## src/rtl/shift16_right_seq.sv

```systemverilog
// shift16_right_seq: iterative right shifter, one bit position per clock.
// Logical or arithmetic fill; distances of WIDTH or more saturate to WIDTH.
module shift16_right_seq #(
    parameter int WIDTH  = 16,
    parameter int DIST_W = 5
) (
    input  logic              clk,
    input  logic              rst,
    input  logic              start,
    input  logic [WIDTH-1:0]  a,
    input  logic [DIST_W-1:0] distance,
    input  logic              arith,
    output logic              busy,
    output logic              done,
    output logic [WIDTH-1:0]  r
);

    localparam logic [DIST_W-1:0] LP_MAX = DIST_W'(WIDTH);

    typedef enum logic [1:0] {
        S_IDLE,
        S_SHIFT,
        S_DONE
    } state_t;

    state_t            r_state;
    logic [WIDTH-1:0]  r_work;
    logic [DIST_W-1:0] r_cnt;
    logic              r_fill;
    logic [DIST_W-1:0] w_k;

    // Shifting WIDTH places already yields all-fill, so larger counts are wasted cycles
    assign w_k = (distance >= LP_MAX) ? LP_MAX : distance;

    always_ff @(posedge clk or posedge rst) begin
        if (rst) begin
            r_state <= S_IDLE;
            r_work  <= '0;
            r_cnt   <= '0;
            r_fill  <= 1'b0;
            busy    <= 1'b0;
            done    <= 1'b0;
            r       <= '0;
        end else begin
            case (r_state)
                S_IDLE, S_DONE: begin
                    done <= 1'b0;
                    if (start) begin
                        r_work  <= a;
                        r_fill  <= arith & a[WIDTH-1];
                        r_cnt   <= w_k;
                        busy    <= 1'b1;
                        r_state <= S_SHIFT;
                    end else begin
                        r_state <= S_IDLE;
                    end
                end
                S_SHIFT: begin
                    if (r_cnt != '0) begin
                        r_work <= {r_fill, r_work[WIDTH-1:1]};
                        r_cnt  <= r_cnt - DIST_W'(1);
                    end else begin
                        r       <= r_work;
                        done    <= 1'b1;
                        busy    <= 1'b0;
                        r_state <= S_DONE;
                    end
                end
                default: begin
                    busy    <= 1'b0;
                    done    <= 1'b0;
                    r_state <= S_IDLE;
                end
            endcase
        end
    end

endmodule

```

## config.mk

```make
export PLATFORM = sky130hd
export DESIGN_NAME = shift16_right_seq
export DESIGN_NICKNAME = d
export VERILOG_FILES = /design/src/rtl/shift16_right_seq.sv
export SDC_FILE = /design/constraint.sdc
export NUM_CORES = 1
export LEC_CHECK = 0
export ABC_AREA = 0
export CELL_PAD_IN_SITES_DETAIL_PLACEMENT = 0
export CELL_PAD_IN_SITES_GLOBAL_PLACEMENT = 2
export CORE_MARGIN = 1
export CORE_UTILIZATION = 34
export DETAILED_ROUTE_END_ITERATION = 8
export GPL_TIMING_DRIVEN = 0
export MAX_ROUTING_LAYER = met4
export PLACE_DENSITY = 0.9
export SKIP_CTS_REPAIR_TIMING = 1
export SLEW_MARGIN = 0
export SYNTH_ARGS = -nofsm -noshare
export SYNTH_HDL_FRONTEND = slang
export SYNTH_SLANG_ARGS = --single-unit
```

## constraint.sdc

```tcl
create_clock -name clk -period 2.5 [get_ports clk]
set_input_delay 0.25 -clock clk [delete_from_list [all_inputs] [get_ports clk]]
set_output_delay 0.25 -clock clk [all_outputs]
set_load 0.01 [all_outputs]
```

==> flow_summary_export.csv <==
group,metric,value,unit
synth,syn_inst,137,
grt,grt_pass1_vias,1306,
setup_path,r2r_setup_slack,0.33,ns
synth,yosys_warnings,0,
finish,antenna_cells,0,
min_path,hold_path.class,"primary input to asynchronous set/reset pin",
synth,synth_largest_area_cell,"dfrtp_1",
cts,htree_num_levels,2,
setup_path,cp.required,2.67,ns
power,vdd.ir_drop.worst,0.4268,mV
floorplanning,die_h,77.21,um
finish,nets,212,
setup_path,worstPathMaxFanout,10,
finish,fillers,495,
timing,fin_crit,2.167,ns
place,place_ws,0.3589,ns
finish,final-seq-area,1026,um^2
synth,syn_area,1923,um^2
synth,ys_ff_latch,41,
place,gp_congestion,0.7142,
setup_path,crit_arrival,2.34,ns
setup_path,endpoint,"r[13]",
synth,synth_top_cell_area_share,0.5335,
synth,synth-edff-count,0,
floorplanning,start_util,0.3514,
drt,vias_per_cell,4.784,
drt,dr.first_iter.drc_count,87,
setup_path,worst_r2r_path_depth,7,
place,dp_cells,251,
cts,cts_root_buffer,"clkbuf_8",
floorplanning,num_io_pins,43,
grt,grt_pass1_wl,6479,um
finish,multi_input_area,805.8,um^2
place,place_hpwl,2646,um
timing,slew_headroom,0.4383,
timing,fmax,461.4,MHz
power,power,3.534,mW
cts,clkTransAtPathRegs,0.08,ns
timing,slew_violations,0,
synth,ys.flop_type,"dfrtp_1",
synth,ys_top_cells_by_area,"dfrtp_1 53%, mux2_2 24%, mux2_4 6.2%",
drt,ant_nets,0,
finish,fin_cells,259,
place,port_buffers,42,
setup_path,reg2reg_to,"r[13]",
run_status,status,"finished clean",
drt,drc,0,
power,leakage,1.121,nW
timing,tightest_slew,0.8414,ns
setup_path,cp-start-kind,"register",
cts,cts_buffers,5,
floorplanning,die_w,77.21,um
drt,vias,1239,
timing,rsz0062_at_grt,"no",
finish,drive_above_1_share,0.3422,
synth,synth_common_cells,"41 x dfrtp_1, 41 x mux2_2, 8 x mux2_4",
job,cap_viol_max_count,0,
floorplanning,core,5473,um^2
cts,clk_latency,0.29,ns
drt,wl_per_cell,14.33,um
timing,fin_setup_tns,0,ns
floorplanning,dieArea,5961,um^2
timing,skew,0.005813,ns
finish,area_growth,33.51,%
setup_path,cp-end-kind,"register",
timing,hold_viol,0,
synth,yosysUniqueCellTypes,29,
grt,grt_max_degree,42,
timing,hold_ws,0.4449,ns
cts,clock_sinks,41,
setup_path,critPathKind,"register to register",
grt,track_usage,0.1458,
drt,firstDrtPassIters,4,
setup_path,r2r_start,"r_cnt[0]",
setup_path,critPathLaunch,"r_cnt[0]",
timing,setup_viol,0,
timing,period_share,0.8669,
synth,async_reset_ff_frac,1.000,
drt,totalWireLength,3711,um
timing,setup_ws,0.3328,ns
power,p_per_area,1376,nW/um^2
floorplanning,std_cell_rows,27,
grt,antenna_found_initial,0,
cts,clockBufferDepth,2,
cts,cts_tree,"yes",
synth,postSynthNetCount,163,
grt,overflow,0,
synth,yosysSeqAreaShare,0.5335,
synth,syn_avg_cell_area,14.04,um^2
[area by class of cell]
type	count	share of cell area
timing repair buffer	42	0.1637
buffer	7	0.02534
sequential	41	0.3996
clock inverter	3	0.02534
clock buffer	5	0.02680
inverter	7	0.01023
tap	72	0.03509
multi-input combinational	82	0.3138
[report_power, final]
group | total (mW) | switching [mW] | internal [mW]
clock network | 0.621 | 0.225 | 0.397
logic | 1.69 | 0.636 | 1.05
registers | 1.23 | 0.218 | 1.01
[through the flow]
step                      utilization  instance area, um^2
after floorplan                     -                 1923
after global routing           0.4691                 2567
after global placement         0.4447                 2434
after CTS                      0.4691                 2567
final                          0.4691                 2567
after detailed placement       0.4447                 2434
[routing by layer]
| metal | GRT usage | wire, um | up-vias | share of wire |
|---|---|---|---|---|
| met3 | 0.04762 | 233 | 6 | 0.063 |
| met4 | 0.04528 | 58 | 0 | 0.016 |
| met1 | 0.1879 | 1751 | 603 | 0.47 |
| li1 | - | - | 589 | - |
| met5 | - | 0 | - | 0 |
| met2 | 0.2168 | 1668 | 41 | 0.45 |
[registers in the layout (all words and copies together) (netlist names)]
| signal | cells |
|---|---|
| r | 16 |
| busy | 1 |
| done | 1 |
| r_state | 1 |
| r_work | 16 |
| r_cnt | 5 |
| r_fill | 1 |
[how the worst min path moves through the flow]
stage | from | to | slack [ns] | depth (start not counted)
global placement | r_fill | r_fill | 0.47 | 2
floorplan | start | busy | 0.38 | 1
detailed placement | r_fill | r_fill | 0.48 | 2
global route | rst | r[11] | 0.52 | 2
finish | rst | r[8] | 0.44 | 2
CTS | rst | r[8] | 0.46 | 2
[cells by family (layout without fill, tap and decap cells)]
group | after synthesis | after routing | share of synthesized area
XOR/XNOR | 1 | 1 | 0.004555
AND/OR/NAND/NOR | 16 | 16 | 0.04880
flip-flops | 41 | 41 | 0.5335
multiplexers | 51 | 51 | 0.3129
AO/OA/AOI/OAI | 13 | 13 | 0.04619
buffers and inverters | 14 | 64 | 0.04749
adder cells (fa/ha/maj) | 1 | 1 | 0.006505
[critical path: stages, from the launching register on]
cell and delay [ns]:
dfrtp_1 0.41, inv_1 0.11, ha_1 0.21, or3b_1 0.38, or3_1 0.33, buf_6 0.16
buf_12 0.15, mux2_4 0.30
[cells in the final DEF (no fill, tap or decap)]
cell and instances:
clkdlybuf4s50_1 42, mux2_2 41, dfrtp_1 41, mux2_4 8, inv_1 5, clkbuf_8 5
nor2b_1 4, o22ai_1 4, nand2b_1 3, buf_6 3, nand2_1 3, o21ai_0 3
buf_1 2, inv_2 2, mux2i_1 2, bufinv_16 2, nor4b_1 1, clkbuf_1 1
o21a_1 1, or3b_1 1, nor2_1 1, a21oi_1 1, or3_1 1, buf_12 1
a32o_1 1, xor2_1 1, nor3_1 1, a211oi_1 1, o31a_2 1, nor4_1 1
a2bb2oi_1 1, ha_1 1, clkinv_2 1
Note: power is estimated with default switching activity, not from simulation.
